## src/rtl/ps2_keycode_decoder_if.sv

```systemverilog
// PS/2 keycode decoder signal bundle: raw keyboard lines in, decoded bytes out.
// master = keyboard/host side driving the PS/2 lines, slave = the decoder.
interface ps2_keycode_decoder_if;
  logic       PS2_CLK;
  logic       PS2_DAT;
  logic [7:0] keycode;
  logic [7:0] rx_byte;
  logic       rx_strobe;
  logic       frame_err;

  modport master (
    output PS2_CLK,
    output PS2_DAT,
    input  keycode,
    input  rx_byte,
    input  rx_strobe,
    input  frame_err
  );

  modport slave (
    input  PS2_CLK,
    input  PS2_DAT,
    output keycode,
    output rx_byte,
    output rx_strobe,
    output frame_err
  );
endinterface

```

## src/rtl/ps2_keycode_decoder.sv

```systemverilog
// PS/2 keyboard receiver: synchronizes the raw PS/2 lines, deserializes
// 11-bit frames (start, D0..D7, odd parity, stop), and tracks the scan code
// of the currently held non-extended key through a small make/break FSM.
module ps2_keycode_decoder #(
  parameter int TIMEOUT_CYCLES = 100_000
) (
  input logic             CLOCK_50,
  input logic             resetn,
  ps2_keycode_decoder_if.slave ps2
);

  localparam int TW = $clog2(TIMEOUT_CYCLES + 1);
  localparam logic [TW-1:0] TIMEOUT_MAX = TW'(TIMEOUT_CYCLES);

  typedef enum logic [1:0] {
    S_IDLE,
    S_BRK,
    S_EXT,
    S_EXT_BRK
  } state_t;

  // synchronizer and edge-detect flops
  logic clk_sync1_reg, clk_sync2_reg, clk_prev_reg;
  logic dat_sync1_reg, dat_sync2_reg;

  // frame deserializer
  logic [3:0]    bit_cnt_reg;
  logic [7:0]    shift_reg;
  logic          parity_reg;
  logic [TW-1:0] timeout_reg;

  // outputs and byte FSM
  logic [7:0] rx_byte_reg;
  logic       rx_strobe_reg;
  logic       frame_err_reg;
  logic [7:0] keycode_reg, keycode_next;
  state_t     state_reg, state_next;

  logic ps2_fall;
  logic frame_end;
  logic frame_good;

  assign ps2_fall   = clk_prev_reg & ~clk_sync2_reg;
  assign frame_end  = ps2_fall && (bit_cnt_reg == 4'd10);
  // odd parity over D0..D7 plus parity bit, and stop bit (current sample) must be 1
  assign frame_good = frame_end && (^{parity_reg, shift_reg}) && dat_sync2_reg;

  // Two-flop synchronizers on both PS/2 lines, plus one extra clock stage for edge detection
  always_ff @(posedge CLOCK_50 or negedge resetn) begin
    if (!resetn) begin
      clk_sync1_reg <= 1'b0;
      clk_sync2_reg <= 1'b0;
      clk_prev_reg  <= 1'b0;
      dat_sync1_reg <= 1'b0;
      dat_sync2_reg <= 1'b0;
    end else begin
      clk_sync1_reg <= ps2.PS2_CLK;
      clk_sync2_reg <= clk_sync1_reg;
      clk_prev_reg  <= clk_sync2_reg;
      dat_sync1_reg <= ps2.PS2_DAT;
      dat_sync2_reg <= dat_sync1_reg;
    end
  end

  // Inactivity counter: cleared by every PS/2 falling edge, saturates at the limit
  always_ff @(posedge CLOCK_50 or negedge resetn) begin
    if (!resetn) begin
      timeout_reg <= '0;
    end else if (ps2_fall) begin
      timeout_reg <= '0;
    end else if (timeout_reg != TIMEOUT_MAX) begin
      timeout_reg <= timeout_reg + 1'b1;
    end
  end

  // Bit position tracking and data capture; a stalled partial frame is dropped silently
  always_ff @(posedge CLOCK_50 or negedge resetn) begin
    if (!resetn) begin
      bit_cnt_reg <= 4'd0;
      shift_reg   <= 8'h00;
      parity_reg  <= 1'b0;
    end else if (ps2_fall) begin
      if (bit_cnt_reg == 4'd0) begin
        // a start bit sampled high is noise: stay waiting for a real start
        bit_cnt_reg <= dat_sync2_reg ? 4'd0 : 4'd1;
      end else if (bit_cnt_reg == 4'd10) begin
        bit_cnt_reg <= 4'd0;
      end else begin
        bit_cnt_reg <= bit_cnt_reg + 4'd1;
        if (bit_cnt_reg <= 4'd8) begin
          shift_reg <= {dat_sync2_reg, shift_reg[7:1]};
        end else begin
          parity_reg <= dat_sync2_reg;
        end
      end
    end else if (timeout_reg == TIMEOUT_MAX && bit_cnt_reg != 4'd0) begin
      bit_cnt_reg <= 4'd0;
    end
  end

  // Byte-level results: strobe and new byte on a good frame, error pulse on a bad one
  always_ff @(posedge CLOCK_50 or negedge resetn) begin
    if (!resetn) begin
      rx_byte_reg   <= 8'h00;
      rx_strobe_reg <= 1'b0;
      frame_err_reg <= 1'b0;
    end else begin
      rx_strobe_reg <= frame_good;
      frame_err_reg <= frame_end && !frame_good;
      if (frame_good) begin
        rx_byte_reg <= shift_reg;
      end
    end
  end

  // Make/break FSM state and held keycode register
  always_ff @(posedge CLOCK_50 or negedge resetn) begin
    if (!resetn) begin
      state_reg   <= S_IDLE;
      keycode_reg <= 8'h00;
    end else begin
      state_reg   <= state_next;
      keycode_reg <= keycode_next;
    end
  end

  // Next-state and keycode update, advancing only on a good received byte
  always_comb begin
    state_next   = state_reg;
    keycode_next = keycode_reg;
    if (frame_good) begin
      unique case (state_reg)
        S_IDLE: begin
          if (shift_reg == 8'hF0) begin
            state_next = S_BRK;
          end else if (shift_reg == 8'hE0) begin
            state_next = S_EXT;
          end else begin
            keycode_next = shift_reg;
          end
        end
        S_BRK: begin
          // releasing a key other than the held one leaves keycode alone
          if (shift_reg == keycode_reg) begin
            keycode_next = 8'h00;
          end
          state_next = S_IDLE;
        end
        S_EXT: begin
          state_next = (shift_reg == 8'hF0) ? S_EXT_BRK : S_IDLE;
        end
        S_EXT_BRK: begin
          state_next = S_IDLE;
        end
        default: begin
          state_next = S_IDLE;
        end
      endcase
    end
  end

  assign ps2.keycode   = keycode_reg;
  assign ps2.rx_byte   = rx_byte_reg;
  assign ps2.rx_strobe = rx_strobe_reg;
  assign ps2.frame_err = frame_err_reg;

endmodule

```

## src/flat_wrapper.sv

```systemverilog
// flat-port wrapper written by rule: the top's interface ports become plain ports
module ps2_keycode_decoder_flat 
#(
  parameter int TIMEOUT_CYCLES = 100_000
)
  (CLOCK_50, resetn, ps2_PS2_CLK, ps2_PS2_DAT, ps2_keycode, ps2_rx_byte, ps2_rx_strobe, ps2_frame_err);
  ps2_keycode_decoder_if ps2_i ();
  input logic CLOCK_50;
  input logic resetn;
  input wire logic [$bits(ps2_i.PS2_CLK)-1:0] ps2_PS2_CLK;
  input wire logic [$bits(ps2_i.PS2_DAT)-1:0] ps2_PS2_DAT;
  output wire logic [$bits(ps2_i.keycode)-1:0] ps2_keycode;
  output wire logic [$bits(ps2_i.rx_byte)-1:0] ps2_rx_byte;
  output wire logic [$bits(ps2_i.rx_strobe)-1:0] ps2_rx_strobe;
  output wire logic [$bits(ps2_i.frame_err)-1:0] ps2_frame_err;
  assign ps2_i.PS2_CLK = ps2_PS2_CLK;
  assign ps2_i.PS2_DAT = ps2_PS2_DAT;
  assign ps2_keycode = ps2_i.keycode;
  assign ps2_rx_byte = ps2_i.rx_byte;
  assign ps2_rx_strobe = ps2_i.rx_strobe;
  assign ps2_frame_err = ps2_i.frame_err;
  ps2_keycode_decoder #(.TIMEOUT_CYCLES(TIMEOUT_CYCLES)) u_core (.CLOCK_50(CLOCK_50), .resetn(resetn), .ps2(ps2_i));
endmodule
```

## config.mk

```make
export PLATFORM = sky130hd
export DESIGN_NAME = ps2_keycode_decoder_flat
export DESIGN_NICKNAME = d
export VERILOG_FILES = /design/src/rtl/ps2_keycode_decoder_if.sv /design/src/rtl/ps2_keycode_decoder.sv /design/src/flat_wrapper.sv
export SDC_FILE = /design/constraint.sdc
export NUM_CORES = 1
export LEC_CHECK = 0
export BUFFER_PORTS_ARGS = -buffer_cell sky130_fd_sc_hd__buf_2
export CORE_ASPECT_RATIO = 2
export CORE_MARGIN = 3
export CORE_UTILIZATION = 59
export CTS_CLUSTER_DIAMETER = 100
export DETAILED_ROUTE_END_ITERATION = 7
export PLACE_DENSITY = 0.8
export SETUP_SLACK_MARGIN = 0.4
export SLEW_MARGIN = 0
export SYNTH_ARGS = -nofsm -noshare
export SYNTH_HDL_FRONTEND = slang
export SYNTH_SLANG_ARGS = --single-unit
```

## constraint.sdc

```tcl
create_clock -name CLOCK_50 -period 2.85 [get_ports CLOCK_50]
set_input_delay 0.285 -clock CLOCK_50 [delete_from_list [all_inputs] [get_ports CLOCK_50]]
set_output_delay 0.285 -clock CLOCK_50 [all_outputs]
set_load 0.1 [all_outputs]
```

== Word-level counts from Yosys, hierarchy flattened ==
Index checks and enable logic that the tools add are counted.
Widths: inputs -> output; s select.
Operators by class
  add/subtract/negate cells: 2
  order comparisons: 1
  equal/unequal tests: 13
  mux-type cells: 15
  bitwise gates (word level): 5
  reductions and logical operators: 18
Operator list (count)
  $mux 17: 2
  $mux 8: 3
  $add 17x1->17 const B: 1
  $eq 17x17->1 const B: 1
  $ne 17x17->1 const B: 1
  $eq 8x8->1 const B: 2
  $mux 4: 4
  $pmux 8 s2: 1
  $reduce_xor 9->1: 1
  $eq 8x8->1: 1
  $reduce_and 4->1: 2
  $mux 2: 3
  $pmux 2 s3: 1
  $reduce_bool 2->1: 3
  $logic_and 1x1->1: 5
  $reduce_and 5->1: 1
  $add 4x1->4 const B: 1
  $eq 2x2->1 const B: 2
  $eq 4x4->1 const B: 1
  $le 4x4->1 const B: 1
  $logic_not 4->1: 1
  $ne 2x2->1 const B: 2
  $not 1->1: 4
  $reduce_bool 4->1: 1
  9 further kinds: 9
Word-level totals
  register bits: 55
  logic and storage cells: 68

== Depth between registers and ports, before layout ==
  depth in word-level cells: 7
  mapped depth: 9
  gate-level depth less buffers: 7

== Least setup slack after synthesis ==
Ideal clock, no wire load.
  path kind: reg-to-reg
  start point: register u_core.shift_reg[1]
  end point: register u_core.rx_byte_reg[7], in the netlist u_core.ps2.rx_byte[7]
  arrival time: 1930 ps
  required time: 2722 ps
  path slack: 792 ps
  stages on the path, launching flop included: 9
  buffers on the path: 2
  clock period less this slack: 2058 ps
  path through: dfrtp_1 -> inv_1 -> ha_1 -> xnor3_1 -> xnor2_1 -> and3_1 -> buf_4 -> buf_6 -> mux2_1
On the way
  word-level cells in the longest chain between the ends: 3
RTL lines
  start, declared: line ps2_keycode_decoder.sv:28  | logic [7:0] shift_reg;
  start signal, assigned: line ps2_keycode_decoder.sv:91  | shift_reg <= {dat_sync2_reg, shift_reg[7:1]};
  $reduce_xor 9->1: line ps2_keycode_decoder.sv:46  | assign frame_good = frame_end && (^{parity_reg, shift_reg}) && dat_sync2_reg;
  $logic_and 1x1->1 (2 in series): line ps2_keycode_decoder.sv:46
  end signal, assigned: line ps2_keycode_decoder.sv:111  | rx_byte_reg <= shift_reg;
  end, declared: line ps2_keycode_decoder.sv:33  | logic [7:0] rx_byte_reg;
Every way passes these cells.
A chain may end at the register's enable or synchronous reset.

== Worst setup path after layout ==
  start point: register u_core.shift_reg[0]
  end point: register u_core.keycode_reg[5], in the netlist u_core.ps2.keycode[5]
On the way
  word-level cells in the longest chain between the ends: 4
  elaborated cells on any way between the ends: 10
RTL lines
  branches (longest 3 deep; another with $eq 8x8->1)
  $reduce_and 5->1 (no line) (*)
  end signal, assigned: line ps2_keycode_decoder.sv:123  | keycode_reg <= keycode_next;
  end, declared: line ps2_keycode_decoder.sv:36  | logic [7:0] keycode_reg, keycode_next;
Mark *: on every way between the ends.

==> impl_metrics.csv <==
group,metric,value,unit
run_status,status,"completed",
setup_path,crit_arrival,2480,ps
sta,rsz0062_at_grt,"no",
die,num_rows,33,
setup_path,reg2reg_slack,580,ps
clock_tree,cts_resized,0,
hold_path,hp-class,"input pin to register",
power_and_ir_drop,leakage,0.00140,uW
flow_run,max-cap-violations,0,
logic_synthesis,synth_edf_count,0,
logic_synthesis,syn_area,2650,um^2
grt,gr-total-overflow,0,
final_layout,final_nets,272,
final_layout,n_antenna_cell,0,
clock_tree,insertion_delay,310,ps
routing,wl_met1,1820,um
hold_path,min_from,"ps2_PS2_DAT",
sta,setup_violations,0,
die,die_w,53.4,um
die,core_region_area,4210,um^2
setup_path,rr_worst_depth,8,
setup_path,crit_fanout,23,
sta,clock.fmax,441,MHz
grt,grt_pass1_vias,1858,
routing,initialDrtViolationCount,23,
final_layout,final_layout_size_suffix_gt1_share,20.7,%
clock_tree,clockBufferDepth,2,
logic_synthesis,post_synth_num_cell_types,45,
routing,dr.pass1.iters,4,
sta,final.setup.tns,0,ps
power_and_ir_drop,ir_drop,0.562,mV
clock_tree,cts_htree_levels,2,
final_layout,syn_to_final_growth,9.31,%
final_layout,final_common_cell,"dfrtp_1",
hold_path,min_path_cells,1,
sta,relSlewSlack,67.1,%
placement,io_buffer_count,21,
clock_tree,root_buffer,"clkbuf_8",
logic_synthesis,syn_nets,251,
grt,grt_first_pass_wirelength,8250,um
final_layout,final_cell_mix,"dfrtp_1 (55), buf_2 (21), nor2_1 (20), nand2_1 (16), xnor2_1 (15)",
logic_synthesis,async_flop_share,100,%
sta,finalHoldViolCount,0,
logic_synthesis,synth-seq-cells,55,
setup_path,endpoint_kind,"register",
final_layout,largest_reg_flops,17,
clock_tree,clk_pin_slew,100,ps
clock_tree,cts_tree,"built",
placement,routabilityCongestion,0.795,
routing,top_layer,"met4",
sta,skew,10.8,ps
routing,drt-vias-per-instance,5.80,
setup_path,crit_type,"register to register",
sta,slew_violations,0,
sta,finalCriticalPeriod,2270,ps
logic_synthesis,avgSynthCellArea,11.0,um^2
sta,period_share,79.6,%
sta,worstMarginPinSlew,493,ps
grt,antenna_found_initial,0,
setup_path,required,3060,ps
die,start_util,62.8,%
placement,dpl.hpwl,3700,um
grt,grt_max_degree,35,
logic_synthesis,synth-warning-count,0,
grt,gr-usage-all-layers,20.8,%
routing,drc,0,
clock_tree,clock-sinks,55,
routing,dr_wl_met3,128,um
power_and_ir_drop,power.density,757,nW/um^2
logic_synthesis,yosys_most_used_dff,"dfrtp_1",
setup_path,cp-start-kind,"register",
clock_tree,cts_buffers,5,
routing,vias,1816,
logic_synthesis,seq_area_frac_synth,52.0,%
die,num_io_pins,22,
routing,wl_per_cell,15.9,um
hold_path,holdPathEnd,"u_core.dat_sync1_reg$_DFF_PN0_",
die,die_h,101,um
die,die_area,5370,um^2
final_layout,final_util,68.7,%
routing,drt-total-wl,4980,um
routing,drtAntennaViolNets,0,
routing,wl_met2,2860,um
setup_path,r2r-start,"u_core.shift_reg[0]$_DFFE_PN0P_",
clock_tree,post-cts-setup-buffer-count,0,
setup_path,r2r_end,"u_core.ps2.keycode[5]$_DFFE_PN0P_",
logic_synthesis,syn_inst,240,
==> per-layer routing <==
metal / up-vias / global-route usage (%)
li1: 869 / -
met1: 891 / 20.0
met2: 38 / 39.5
met3: 18 / 3.26
met4: 0 / 10.4
met5: - / 0
==> cell families after synthesis <==
kind of cell	after synthesis	synth area share, %
xor+xnor	26	9.13
simple gates	86	17.9
buf+inv	20	3.50
flops	55	52.0
mux	15	6.29
compound gates	31	7.85
fa+ha+maj	7	3.31
==> worst max path at each step <==
stage	start	endpoint	slack, ps	depth (start not counted)
finish	u_core.shift_reg[0]$_DFFE_PN0P_	u_core.ps2.keycode[5]$_DFFE_PN0P_	580	8
global route	u_core.shift_reg[1]$_DFFE_PN0P_	u_core.ps2.keycode[5]$_DFFE_PN0P_	430	8
CTS	u_core.shift_reg[0]$_DFFE_PN0P_	u_core.ps2.keycode[5]$_DFFE_PN0P_	570	8
detailed placement	u_core.shift_reg[0]$_DFFE_PN0P_	u_core.ps2.keycode[5]$_DFFE_PN0P_	590	8
global placement	u_core.shift_reg[0]$_DFFE_PN0P_	u_core.ps2.keycode[0]$_DFFE_PN0P_	660	8
floorplan	u_core.shift_reg[1]$_DFFE_PN0P_	u_core.ps2.rx_byte[7]$_DFFE_PN0P_	790	8
==> synth_stat cells, types with 2 or more instances <==
| cell | instances | share of area, % |
|---|---|---|
| dfrtp_1 | 55 | 52 |
| and2_1 | 2 | 0.47 |
| o21ai_0 | 12 | 2.3 |
| nand3_1 | 9 | 1.7 |
| buf_4 | 2 | 0.57 |
| xor2_1 | 10 | 3.3 |
| xnor2_1 | 15 | 5.0 |
| nand2b_1 | 2 | 0.47 |
| nor2b_1 | 3 | 0.71 |
| clkbuf_1 | 6 | 0.85 |
| nand4_1 | 11 | 2.6 |
| mux2_2 | 12 | 5.1 |
| ha_1 | 7 | 3.3 |
| a21oi_1 | 3 | 0.57 |
| a21bo_2 | 6 | 2.3 |
| and3_1 | 5 | 1.2 |
| o21ai_1 | 2 | 0.38 |
| nand2_1 | 16 | 2.3 |
| mux2i_1 | 2 | 0.76 |
| nor2_1 | 20 | 2.8 |
| nor3_1 | 4 | 0.76 |
| buf_2 | 2 | 0.38 |
| inv_1 | 9 | 1.3 |
| and4_1 | 3 | 0.99 |
| a21o_1 | 2 | 0.57 |
==> what timing repair did <==
item	in CTS	in global routing
setup endpoints to repair	0	0
hold buffers	1	0
hold endpoints to repair	21	0
==> layout make-up <==
type | instances | area, um^2
sequential | 55 | 1380
fill | 361 | 1320
multi-input combinational | 165 | 1180
timing repair buffer | 25 | 138
clock buffer | 6 | 72.6
tap | 52 | 65.1
inverter | 9 | 33.8
clock inverter | 1 | 30.0
==> through the flow <==
| stage | setup WS, ps | hold slack (ps) | area, um^2 | std cells | total power (uW) |
|---|---|---|---|---|---|
| detailed placement | 591 | 274 | 2780 | 305 | 1710 |
| global route | 426 | 69.0 | 2890 | 313 | 2320 |
| CTS | 566 | 68.4 | 2890 | 313 | 2210 |
| global placement | 657 | 271 | 2780 | 305 | 1680 |
| finish | 582 | 77.0 | 2890 | 313 | 2190 |
| floorplan | 792 | -10.6 | 2650 | 240 | 1560 |
==> power by group <==
group	leakage, uW	switching [uW]	total [uW]	internal, uW
Clock	0.0000513	245	503	258
Combinational	0.000613	328	629	302
Sequential	0.000738	168	1060	889
Total	0.00140	740	2190	1450
==> worst max-delay path, stage by stage (launching register included) <==
cell and delay (ps):
dfrtp_1 440, inv_1 70, ha_1 290, xnor3_1 390, xnor2_1 140, and3_1 160, buf_4 260, o21ai_2 180
a21bo_2 250
(Power assumes the default switching activity.)
